[src/rtl/input_conditioner.sv]
// input_conditioner
//   Front end between raw board pins and the control logic. Every button and
//   switch bit passes through a 2-FF synchroniser and a counter-based debounce.
//   Buttons additionally get press/release pulses and an optional long-press
//   auto-repeat. Switches get a single "something changed" pulse.
//
// Ports
//   clk_i          system clock
//   rst_ni         synchronous reset, active-low
//   btn_i          raw asynchronous button pins            [N_BTN]
//   sw_i           raw asynchronous switch pins            [SW_W]
//   repeat_en_i    per-button auto-repeat enable           [N_BTN]
//   btn_level_o    debounced button level                  [N_BTN]
//   btn_press_o    1-cycle pulse: press edge and each auto-repeat tick
//   btn_release_o  1-cycle pulse on debounced release
//   sw_o           debounced switch levels                 [SW_W]
//   sw_changed_o   1-cycle pulse when any bit of sw_o changes
module input_conditioner #(
    parameter int unsigned N_BTN         = 5,
    parameter int unsigned SW_W          = 16,
    parameter int unsigned DEBOUNCE_CYC  = 1_000_000,
    parameter int unsigned REPEAT_DELAY  = 50_000_000,
    parameter int unsigned REPEAT_PERIOD = 10_000_000
) (
    input  logic             clk_i,
    input  logic             rst_ni,
    input  logic [N_BTN-1:0] btn_i,
    input  logic [SW_W-1:0]  sw_i,
    input  logic [N_BTN-1:0] repeat_en_i,
    output logic [N_BTN-1:0] btn_level_o,
    output logic [N_BTN-1:0] btn_press_o,
    output logic [N_BTN-1:0] btn_release_o,
    output logic [SW_W-1:0]  sw_o,
    output logic             sw_changed_o
);

    localparam int unsigned NB   = N_BTN + SW_W;
    localparam int unsigned CW   = $clog2(DEBOUNCE_CYC);
    localparam int unsigned TMAX = (REPEAT_DELAY > REPEAT_PERIOD) ? REPEAT_DELAY : REPEAT_PERIOD;
    localparam int unsigned TW   = $clog2(TMAX);

    localparam logic [CW-1:0] CNT_LAST    = CW'(DEBOUNCE_CYC - 1);
    localparam logic [TW-1:0] DELAY_LAST  = TW'(REPEAT_DELAY - 1);
    localparam logic [TW-1:0] PERIOD_LAST = TW'(REPEAT_PERIOD - 1);

    typedef enum logic [1:0] {
        S_IDLE,
        S_WAIT,
        S_REPEAT,
        S_HOLD
    } state_t;

    // Buttons occupy the low bits, switches the high bits, so one debounce
    // loop serves both.
    logic [NB-1:0]    raw;
    logic [NB-1:0]    s1;
    logic [NB-1:0]    s2;
    logic [NB-1:0]    stable;
    logic [CW-1:0]    cnt [NB];

    logic [N_BTN-1:0] btn_stable;
    logic [SW_W-1:0]  sw_stable;

    state_t           state    [N_BTN];
    state_t           state_nx [N_BTN];
    logic [TW-1:0]    timer    [N_BTN];
    logic [TW-1:0]    timer_nx [N_BTN];
    logic [N_BTN-1:0] press_nx;
    logic [N_BTN-1:0] release_nx;
    logic             rise;
    logic             fall;

    assign raw        = {sw_i, btn_i};
    assign btn_stable = stable[N_BTN-1:0];
    assign sw_stable  = stable[NB-1:N_BTN];

    // Synchroniser and debounce. The counter only runs while s2 disagrees
    // with the accepted level and is cleared on agreement or on acceptance,
    // so it can never wrap.
    always_ff @(posedge clk_i) begin
        if (!rst_ni) begin
            s1     <= '0;
            s2     <= '0;
            stable <= '0;
            for (int unsigned i = 0; i < NB; i++) begin
                cnt[i] <= '0;
            end
        end else begin
            s1 <= raw;
            s2 <= s1;
            for (int unsigned i = 0; i < NB; i++) begin
                if (s2[i] == stable[i]) begin
                    cnt[i] <= '0;
                end else if (cnt[i] == CNT_LAST) begin
                    stable[i] <= ~stable[i];
                    cnt[i]    <= '0;
                end else begin
                    cnt[i] <= cnt[i] + CW'(1);
                end
            end
        end
    end

    // Per-button press/repeat FSM. btn_level_o holds the previous accepted
    // level, so comparing it with the debounce register gives the edge in the
    // same cycle the registered level output is updated.
    always_comb begin
        press_nx   = '0;
        release_nx = '0;
        rise       = 1'b0;
        fall       = 1'b0;
        for (int unsigned i = 0; i < N_BTN; i++) begin
            state_nx[i] = state[i];
            timer_nx[i] = timer[i];
            rise        = btn_stable[i] & ~btn_level_o[i];
            fall        = ~btn_stable[i] & btn_level_o[i];
            case (state[i])
                S_IDLE: begin
                    timer_nx[i] = '0;
                    if (rise) begin
                        press_nx[i] = 1'b1;
                        state_nx[i] = repeat_en_i[i] ? S_WAIT : S_HOLD;
                    end
                end
                S_WAIT: begin
                    // Release beats disable, which beats a due tick.
                    if (fall) begin
                        release_nx[i] = 1'b1;
                        state_nx[i]   = S_IDLE;
                        timer_nx[i]   = '0;
                    end else if (!repeat_en_i[i]) begin
                        state_nx[i] = S_HOLD;
                        timer_nx[i] = '0;
                    end else if (timer[i] == DELAY_LAST) begin
                        press_nx[i] = 1'b1;
                        state_nx[i] = S_REPEAT;
                        timer_nx[i] = '0;
                    end else begin
                        timer_nx[i] = timer[i] + TW'(1);
                    end
                end
                S_REPEAT: begin
                    if (fall) begin
                        release_nx[i] = 1'b1;
                        state_nx[i]   = S_IDLE;
                        timer_nx[i]   = '0;
                    end else if (!repeat_en_i[i]) begin
                        state_nx[i] = S_HOLD;
                        timer_nx[i] = '0;
                    end else if (timer[i] == PERIOD_LAST) begin
                        press_nx[i] = 1'b1;
                        timer_nx[i] = '0;
                    end else begin
                        timer_nx[i] = timer[i] + TW'(1);
                    end
                end
                S_HOLD: begin
                    timer_nx[i] = '0;
                    if (fall) begin
                        release_nx[i] = 1'b1;
                        state_nx[i]   = S_IDLE;
                    end
                end
                default: begin
                    state_nx[i] = S_IDLE;
                    timer_nx[i] = '0;
                end
            endcase
        end
    end

    always_ff @(posedge clk_i) begin
        if (!rst_ni) begin
            for (int unsigned i = 0; i < N_BTN; i++) begin
                state[i] <= S_IDLE;
                timer[i] <= '0;
            end
            btn_level_o   <= '0;
            btn_press_o   <= '0;
            btn_release_o <= '0;
            sw_o          <= '0;
            sw_changed_o  <= 1'b0;
        end else begin
            for (int unsigned i = 0; i < N_BTN; i++) begin
                state[i] <= state_nx[i];
                timer[i] <= timer_nx[i];
            end
            btn_level_o   <= btn_stable;
            btn_press_o   <= press_nx;
            btn_release_o <= release_nx;
            sw_o          <= sw_stable;
            // Bits settling together differ from sw_o in one cycle only,
            // giving a single pulse.
            sw_changed_o  <= (sw_stable != sw_o);
        end
    end

endmodule

[config.mk]
export PLATFORM = sky130hd
export DESIGN_NAME = input_conditioner
export DESIGN_NICKNAME = d
export VERILOG_FILES = /design/src/rtl/input_conditioner.sv
export SDC_FILE = /design/constraint.sdc
export NUM_CORES = 1
export LEC_CHECK = 0
export CAP_MARGIN = 20
export CELL_PAD_IN_SITES_DETAIL_PLACEMENT = 1
export CELL_PAD_IN_SITES_GLOBAL_PLACEMENT = 1
export CORE_AREA = 2 2 272 274
export CTS_BUF_LIST = sky130_fd_sc_hd__clkbuf_4 sky130_fd_sc_hd__clkbuf_8
export CTS_CLUSTER_DIAMETER = 60
export DETAILED_ROUTE_END_ITERATION = 8
export DIE_AREA = 0 0 274 276
export DONT_BUFFER_PORTS = 1
export PLACE_DENSITY = 0.81
export SLEW_MARGIN = 20
export SYNTH_ARGS = -nofsm -noshare
export SYNTH_HDL_FRONTEND = slang
export SYNTH_SLANG_ARGS = --single-unit
[constraint.sdc]
create_clock -name clk_i -period 2.4 [get_ports clk_i]
set_clock_uncertainty 0.15 [all_clocks]
set_input_delay 0.36 -clock clk_i [delete_from_list [all_inputs] [get_ports clk_i]]
set_output_delay 0.36 -clock clk_i [all_outputs]
set_load 0.01 [all_outputs]
# Word-level counts from Yosys, hierarchy flattened
# Memory sizes are Yosys's and may differ from the RTL's.
# Cells that the tools add are included.
# W data, S select, Z words.
[classes]
bitwise_logic = 130
eq_ne = 68
muxes = 431
reduce_logical = 41
n_addsub = 26
[op_table]
columns = ["op", "n"]
rows = [
  ["$mux W20", 63],
  ["$mux W26", 35],
  ["$add A20 B1 Y20 const B", 21],
  ["$eq A20 B20 Y1 const B", 21],
  ["$pmux W26 S3", 5],
  ["$mux W1", 273],
  ["$add A26 B1 Y26 const B", 5],
  ["$eq A26 B24 Y1 const B", 5],
  ["$eq A26 B26 Y1 const B", 5],
  ["$mux W2", 45],
  ["$or A1 B1 Y1", 73],
  ["$reduce_and A2 Y1", 26],
  ["$not A1 Y1", 47],
  ["$pmux W2 S4", 5],
  ["$eq A1 B1 Y1", 21],
  ["$eq A2 B2 Y1 const B", 10],
  ["$ne A16 B16 Y1", 1],
  ["$pmux W1 S3", 5],
  ["$reduce_or A3 Y1", 5],
  ["$and A1 B1 Y1", 10],
  ["$eq A2 B1 Y1 const B", 5],
  ["$logic_not A2 Y1", 5],
  ["$reduce_or A2 Y1", 5],
]
[word_totals]
ram_bits = 560
n_memories = 3
register_bits = 95
output_inout_bits = 32
[mem_list]
columns = ["memory", "words", "width", "rd", "rd_clocked_by_memory_dff", "wr", "line", "source"]
rows = [
  ["cnt", 21, 20, 21, 0, 21, "59", "logic [CW-1:0] cnt [NB];"],
  ["timer", 5, 26, 5, 0, 5, "66", "logic [TW-1:0] timer [N_BTN];"],
  ["state", 5, 2, 5, 0, 5, "64", "state_t state [N_BTN];"],
]

# Logic depth before layout (Yosys ltp)
# Gate-level depths: netlist of the first run.
[logic_depth]
ltp_word = 7
ltp_mapped = 9
ltp_nobuf = 7

# Worst setup path after synthesis of the first run
# Ideal clock, no wire load.
[synth_path]
path_type = "reg2reg"
from = "mem timer[0][11] (netlist name)"
to = "mem timer[0][9] (netlist name)"
stages_incl_launch_ff = 7
period_less_slack_ps = 2340
setup_time_ps = 115
t_required_ps = 2135
slack_ps = 60
arrival_ps = 2075
path_cell_list = "dfxtp_1 or4_4 or4_4 o21a_1 o2111ai_4 buf_6 nor2_1"
[synth_rtl]
columns = ["item", "line"]
rows = [
  ["start, declared", "66"],
]

==> results.cfg, run 1 <==
[outcome]
outcome = complete, but fails checks
violations = negative setup slack

[floorplan]
core_area_um2 = 72600
die-height_um = 276
ios = 60
fp-row-count = 99
die-area_um2 = 75600
initial_core_util = 0.446
die_w_um = 274

[route]
routedWlPerCell_um = 15.1
met1Wirelength_mm = 31.9
drt_iter0_drc = 1011
drc = 0
antenna_left = 0
drt_wl_total_mm = 72.9
top_layer_used = met5
drtPass1Iterations = 5
met3_length_mm = 2.92
vias_per_cell = 4.99
wl_met2_mm = 36.5
routed-via-count = 24179

[critical_path]
crit_type = register to register
crit_arrival_ns = 2.91
crit_fanout = 7
startpoint_type = register
cp.required_ns = 2.85
end_kind = register

[clocking]
clock_path_buffers = 3
worstSkewPairLatency_ns = 0.72
cts_tree = yes
root_buffer = clkbuf_8
clock-sinks = 655
clk_pin_slew_worst_paths_ns = 0.06
htree_levels = 3
numCtsBuffers = 111

[global_routing]
grtUsageTotal = 0.193
grt_overflow_total = 0
grt_pass1_wl_mm = 123
grt_pass1_vias = 25577
grt_max_degree = 73
antenna_found_initial = 7

[run]
drv_cap = 0

[synth]
synth_cells = 3192
ys_types = 66
syn_avg_cell_area_um2 = 10.1
yosys-top-cells-area = edfxtp_1, dfxtp_1, nor2_1, xor2_1, xnor2_1
yosysTopAreaCell = edfxtp_1
yosysWarnings = 0
postSynth.asyncResetShare = 0
synthFlopType = edfxtp_1
synth_area_um2 = 32300
synth.top_cell.area_share = 0.390
synth_edf_count = 420
ys_seq_area_frac = 0.535
synth_seq_cells = 655

[place]
dp_hpwl_mm = 49.7
port_buffers = 0
placed_cell_area_um2 = 35800
place_congestion = 0.778
dpl.cell_count = 4586

[final_layout]
layout.cells.non_filler = 4841
final_common_cell = nor2_1
nets = 3858
fillers = 8253
final_cell_mix = nor2_1, edfxtp_1, conb_1
final_util = 0.534
area_growth_pct = 19.8
drive_gt1_frac = 0.0915
final_design_area_no_fill_um2 = 38700

[timing]
slew_violations = 0
max-slew-margin-rel = 0.570
rsz0062_at_grt = true
hold_violations = 0
max_freq_mhz = 406
min_period_ns = 2.46
fin_crit_sh = 1.03
setup_viol = 13
fin_ws_ns = -0.0640
tightest_slew_ns = 0.641

[power]
peakVddDrop_mv = 0.606
powerDensity_nw_per_um2 = 653
leakage_nw = 13.7

[min_path]
hp-class = input pin to register
[routing by layer]
layer	track usage	vias to the layer above
met5	0	-
met4	0.0555	2
met3	0.0421	120
met2	0.338	272
met1	0.237	11802
li1	-	11983
[Yosys cell counts (3+ instances only)]
cell      count
mux2i_1      23
nor3_1       77
a311oi_1      4
or4b_2        5
a211oi_1      3
a21oi_1      21
nand3b_1      4
clkbuf_1     77
nor4b_1      33
or2_2         9
ha_1         46
and2_1       70
nor4bb_1      9
xor2_1      285
o21ai_0      32
nor2_1      688
or3_1        35
xnor2_1     241
and4_1       47
buf_4         5
and3_1       73
or4_1         9
buf_2         3
nor4_1       51
dfxtp_1     235
nand4_1     123
inv_1        76
nand2_1     171
nand4b_1      6
edfxtp_1    420
nor2b_1      14
mux2_2        3
nor3b_1       3
nand2b_1     11
nand3_1     237
[kinds of logic (layout without fill, tap and decap cells)]
| kind of cell | count (synthesis) | after routing | share of synthesized area |
|---|---|---|---|
| other cells | 1 | 424 | 0.000116 |
| flops | 655 | 655 | 0.535 |
| compound gates | 84 | 84 | 0.0172 |
| mux | 26 | 26 | 0.00816 |
| simple gates | 1689 | 1689 | 0.259 |
| xor+xnor | 526 | 526 | 0.142 |
| buf+inv | 165 | 432 | 0.0203 |
| fa+ha+maj | 46 | 46 | 0.0178 |
[area by class of cell]
type / instances / area [um^2] / area share
Multi-Input combinational cell: 2791 / 16100 / 0.414
Tap cell: 959 / 1200 / 0.0310
Inverter: 76 / 285 / 0.00736
Antenna cell: 4 / 10.0 / 0.000258
Clock buffer: 166 / 2050 / 0.0530
Clock inverter: 41 / 320 / 0.00827
Sequential cell: 655 / 17300 / 0.447
Timing Repair Buffer: 149 / 1500 / 0.0387
[per-stage QoR]
stage / hold WS [ns] / TNS, ns / power [mW] / setup WS (ns)
after floorplan: 0.262 / 0 / 14.2 / 0.0599
after global placement: 0.264 / 0 / 14.6 / 0.0972
after detailed placement: 0.274 / 0 / 14.7 / 0.0504
after CTS: 0.0870 / 0 / 25.5 / 0.0156
after global routing: 0.114 / -1.70 / 26.4 / -0.100
final: 0.165 / -0.637 / 25.3 / -0.0640
[worst max-delay path: stages, from the launching register on]
cell and delay (ns):
dfxtp_1 0.36, ha_1 0.20, nand4_1 0.18, or4_4 0.59
o21a_1 0.21, o2111ai_4 0.36, clkbuf_16 0.24, nor2_1 0.05
[power by group]
| group | switching, mW | total (mW) | internal [mW] |
|---|---|---|---|
| registers | 0.420 | 12.8 | 12.4 |
| logic | 1.08 | 1.86 | 0.784 |
| clock network | 4.63 | 10.6 | 6.00 |
[worst paths after layout]
path | slack (ns) | cells after the start | endpoint | startpoint
hold reg to reg | 0.28 | 1 | s2[12] | s1[12]
hold / removal | 0.16 | 2 | s1[19] | sw_i[14]
setup reg to reg | -0.06 | 7 | timer[0][18] | timer[0][1]
setup / recovery | -0.06 | 7 | timer[0][18] | timer[0][1]
[state kept, by name, summed over array words and instances (netlist names)]
| signal | cells |
|---|---|
| stable | 21 |
| btn_press_o | 5 |
| state | 10 |
| btn_release_o | 5 |
| s2 | 21 |
| sw_changed_o | 1 |
| btn_level_o | 5 |
| s1 | 21 |
| timer | 130 |
| sw_o | 16 |
| cnt | 420 |
[repair_timing]
item / CTS / global route
hold buffers: 34 / 0
gates resized for setup: 1 / 24
gates cloned: 0 / 3
buffers inserted: 0 / 7
pin swaps: 0 / 5
hold endpoints to repair: 226 / 0
setup endpoints to repair: 19 / 211
(Power assumes the default switching activity.)
==> run 2, diff against run 1 <==
--- a/config.mk
+++ b/config.mk
@@ -14,6 +14,7 @@
 export DETAILED_ROUTE_END_ITERATION = 8
 export DIE_AREA = 0 0 274 276
 export DONT_BUFFER_PORTS = 1
+export MAX_ROUTING_LAYER = met4
 export PLACE_DENSITY = 0.81
 export SLEW_MARGIN = 20
 export SYNTH_ARGS = -nofsm -noshare
==> run 2 against run 1 <==
The flow still finishes with violations (negative setup slack). Sequential power about the same. Maximum frequency increased by 1.7%. Global-route usage up 0.59 points. Sequential share of layout area about the same. Combinational power about the same. Power hardly changed. Non-clock buffer count unchanged. Register-to-register slack gained 0.04 ns. Core utilization hardly changed. Highest routed layer is now met4.
==> results.cfg, run 2 (synthesis gave the netlist of run 1 again) <==
[power]
powerDensity_nw_per_um2 = 653
peakVddDrop_mv = 0.605
leakage_nw = 13.7

[clocking]
clock-sinks = 655
root_buffer = clkbuf_8
clock_path_buffers = 3
clk_pin_slew_worst_paths_ns = 0.06
numCtsBuffers = 111
cts_tree = yes
worstSkewPairLatency_ns = 0.72
htree_levels = 3

[critical_path]
end_kind = register
startpoint_type = register
crit_arrival_ns = 2.88
crit_fanout = 7
cp.required_ns = 2.86
crit_type = register to register
r2r_slack_ns = -0.02

[final_layout]
fillers = 8251
final_cell_mix = nor2_1, edfxtp_1, conb_1
regMostFlops = cnt
layout.cells.non_filler = 4842
nets = 3858
final_design_area_no_fill_um2 = 38700
top_regs = cnt x420, timer x130
area_growth_pct = 19.8
multiInputGateArea_um2 = 16100
final_util = 0.534
final_common_cell = nor2_1
drive_gt1_frac = 0.0915
ff_latch_area_um2 = 17300
largest_register_ffs = 420

[floorplan]
die-height_um = 276
die-area_um2 = 75600
fp-row-count = 99
die_w_um = 274
ios = 60
initial_core_util = 0.446
core_area_um2 = 72600

[timing]
tightest_slew_ns = 0.660
max-slew-margin-rel = 0.556
min_period_ns = 2.42
slew_violations = 0
fin_crit_sh = 1.01
rsz0062_at_grt = true
fin_ws_ns = -0.0232
setup_viol = 9
hold_violations = 0
max_freq_mhz = 413

[place]
dp_hpwl_mm = 49.7
dpl.cell_count = 4586
place_congestion = 0.789
port_buffers = 0
placed_cell_area_um2 = 35800

[route]
routedWlPerCell_um = 15.0
antenna_left = 0
drc = 0
drt_iter0_drc = 1043
vias_per_cell = 4.99
routed-via-count = 24178
drtPass1Iterations = 5
drt_wl_total_mm = 72.7

[global_routing]
grtUsageTotal = 0.199
grt_pass1_vias = 25561
grt_pass1_wl_mm = 123
antenna_found_initial = 7
grt_overflow_total = 0
grt_max_degree = 73

[run]
drv_cap = 0

[outcome]
outcome = complete, but fails checks
violations = negative setup slack

[min_path]
hp-class = input pin to register
-- run 2: cell types whose count changed in the layout (fill, tap and decap cells not counted), sizes merged --
cell / change
diode: +1
-- run 2: critical path: stages, from the launching register on --
cell       delay, ns
dfxtp_1         0.35
ha_1            0.19
nand4_1         0.17
or4_4           0.59
o21a_1          0.21
o2111ai_4       0.36
clkbuf_16       0.24
nor2_1          0.05
-- run 2: final cells by class --
type,instances,area share
Antenna cell,5,0.000323
Clock buffer,166,0.0530
Sequential cell,655,0.447
Inverter,76,0.00736
Tap cell,959,0.0310
Multi-Input combinational cell,2791,0.414
Timing Repair Buffer,149,0.0387
Clock inverter,41,0.00827
-- run 2: final timing paths --
| check | from | end | cells past startpoint |
|---|---|---|---|
| max | timer[0][1] | timer[0][18] | 7 |
| min | sw_i[14] | s1[19] | 2 |
| max reg2reg | timer[0][1] | timer[0][18] | 7 |
| min reg2reg | timer[0][0] | timer[0][0] | 1 |
-- run 2: metrics by stage --
stage / hold slack, ns / power, mW / worst slack (ns) / setup TNS, ns
after global routing: 0.114 / 26.4 / -0.0962 / -1.44
after floorplan: 0.262 / 14.2 / 0.0599 / 0
after detailed placement: 0.274 / 14.7 / 0.0504 / 0
after global placement: 0.264 / 14.6 / 0.0972 / 0
after CTS: 0.0870 / 25.5 / 0.0156 / 0
final: 0.167 / 25.3 / -0.0232 / -0.110
-- run 2: report_power, final --
group / switching, mW / total, mW / internal [mW]
logic: 1.08 / 1.86 / 0.783
registers: 0.420 / 12.8 / 12.4
clock network: 4.63 / 10.6 / 6.00
-- run 2: routing by layer --
metal  global-route usage  vias to the layer above  part of all wire
li1                     -                    11974                 -
met1                0.238                    11820              0.44
met2                0.338                      268              0.50
met3               0.0415                      116             0.038
met4               0.0555                        0             0.021
met5                    -                        -                 0
-- run 2: timing repair --
| item | in CTS | in global routing |
|---|---|---|
| hold buffers | 34 | 0 |
| cloned | 0 | 3 |
| buffers inserted | 0 | 7 |
| endpoints found under the setup margin | 19 | 211 |
| hold endpoints to repair | 226 | 0 |
| gates resized for setup | 1 | 24 |
| pin swaps | 0 | 5 |
==> run 3, diff against run 2 <==
--- a/config.mk
+++ b/config.mk
@@ -16,6 +16,7 @@
 export DONT_BUFFER_PORTS = 1
 export MAX_ROUTING_LAYER = met4
 export PLACE_DENSITY = 0.81
+export SETUP_SLACK_MARGIN = 0.1
 export SLEW_MARGIN = 20
 export SYNTH_ARGS = -nofsm -noshare
 export SYNTH_HDL_FRONTEND = slang
==> run 3 against run 2 <==
The flow now finishes without violations. Critical path depth shrank 1. Via count grew 1.1%. Register-to-register slack improved by 0.08 ns. Core utilization increased by 0.88 points. Sequential cell count did not move. Die area unchanged. Sequential power is essentially flat. Cell area grew 1.7%. Worst setup slack gained 0.078 ns. Critical path type unchanged. Largest cell class unchanged. Highest routed layer unchanged.
==> results.cfg, run 3 (synthesis gave the netlist of run 1 again) <==
[power]
p_sw_frac = 0.246
combPwrFrac = 0.079
powerDensity_nw_per_um2 = 649
leakage_nw = 13.9
pwr-share-clk = 0.420
p_seq_frac = 0.502
internal_power_mw = 19.3
p_total_mw = 25.5
peakVddDrop_mv = 0.522
p_sw_mw = 6.29

[clocking]
htree_levels = 3
worstSkewPairLatency_ns = 0.72
cts_tree = yes
root_buffer = clkbuf_8
clock_path_buffers = 3
numCtsBuffers = 114
clock-sinks = 655
clk_pin_slew_worst_paths_ns = 0.06

[critical_path]
cp.required_ns = 2.85
crit_chain = or4_4 > or4_4 > o21a_1 > o2111ai_4 > clkbuf_16 > nor2_1
crit_fanout = 7
crit_type = register to register
cp_common_cell = or4_4
crit_arrival_ns = 2.80
startpoint_type = register
reg2reg_depth = 6
cp_slowest_cell = or4_4
end_kind = register
max_stage_delay_ns = 0.50

[floorplan]
die_w_um = 274
core_area_um2 = 72600
fp-row-count = 99
die-height_um = 276
initial_core_util = 0.446
die-area_um2 = 75600
ios = 60

[final_layout]
area_growth_pct = 21.8
nets = 3885
top_regs = cnt x420, timer x130
final_cell_mix = nor2_1, edfxtp_1, conb_1
final_design_area_no_fill_um2 = 39400
regMostFlops = cnt
final_util = 0.543
largest_register_ffs = 420
drive_gt1_frac = 0.113
final_common_cell = nor2_1
fillers = 8277

[route]
drt_iter0_drc = 986
top_layer_used = met4
drtPass1Iterations = 5
vias_per_cell = 5.01
wl_met2_mm = 38.3
routed-via-count = 24434
drc = 0
antenna_left = 0
met1Wirelength_mm = 33.2
met3_length_mm = 2.52
drt_wl_total_mm = 75.8
routedWlPerCell_um = 15.5

[timing]
fin_crit_sh = 0.977
min_period_ns = 2.34
rsz0062_at_grt = true
hold_violations = 0
setup_viol = 0
slew_violations = 0
max-slew-margin-rel = 0.495
holdWs_ns = 0.164
fin_setup_tns_ns = 0
tightest_slew_ns = 0.747
max_freq_mhz = 426

[global_routing]
grt_pass1_vias = 26002
grtUsageTotal = 0.200
antenna_found_initial = 4
grt_max_degree = 73
grt_pass1_wl_mm = 123
grt_overflow_total = 0

[place]
port_buffers = 0
dp_hpwl_mm = 49.7
placed_cell_area_um2 = 35700
place_congestion = 0.777

[run]
drv_cap = 0

[min_path]
holdPathStages = 2
hp-class = input pin to register

[outcome]
outcome = finished clean
-- run 3: timing repair --
| item | in CTS | in global routing |
|---|---|---|
| endpoints found under the hold margin | 225 | 0 |
| gates resized for setup | 6 | 106 |
| buffers inserted | 2 | 27 |
| cloned | 0 | 10 |
| setup endpoints to repair | 111 | 399 |
| pin swaps | 1 | 26 |
| hold buffers | 34 | 0 |
-- run 3: final timing paths --
path	start	end	slack, ns
setup / recovery	timer[0][7]	timer[0][8]	0.06
hold / removal	sw_i[6]	s1[11]	0.16
setup reg to reg	timer[0][7]	timer[0][8]	0.06
hold reg to reg	s1[18]	s2[18]	0.30
-- run 3: per-stage QoR --
| step | setup WS, ns | std cells |
|---|---|---|
| global route | 0.00309 | 4874 |
| global placement | 0.109 | 4581 |
| floorplan | 0.0741 | 3611 |
| detailed placement | 0.0232 | 4581 |
| CTS | 0.0921 | 4834 |
| finish | 0.0552 | 4874 |
-- run 3: final cells by class --
class	instances	area (um^2)	share of cell area
Antenna cell	3	7.51	0.000191
Clock buffer	179	2230	0.0567
Clock inverter	38	194	0.00492
Inverter	76	285	0.00724
Multi-Input combinational cell	2791	16400	0.416
Sequential cell	655	17300	0.440
Tap cell	959	1200	0.0305
Timing Repair Buffer	173	1750	0.0443
-- run 3: worst max-delay path, delay by kind of cell (launching register included) --
family / cells / cell delay [ns]
simple gates: 3 / 1.00
flops: 1 / 0.35
buf+inv: 1 / 0.23
compound gates: 2 / 0.50
-- run 3: power by group through the flow --
| stage | Clock, mW | Sequential (mW) | Combinational, mW |
|---|---|---|---|
| 3_3_place_gp | 0 | 13.0 | 1.58 |
| 6_report | 10.7 | 12.8 | 2.01 |
| 2_1_floorplan | 0 | 12.9 | 1.30 |
| 5_1_grt | 11.5 | 12.9 | 2.26 |
| 3_5_place_dp | 0 | 13.0 | 1.65 |
| 4_1_cts | 11.1 | 12.8 | 1.75 |
-- run 3: routing by layer --
layer,up-vias,track usage
li1,12032,-
met3,149,0.0325
met2,290,0.346
met1,11963,0.238
met5,-,-
met4,0,0.0615
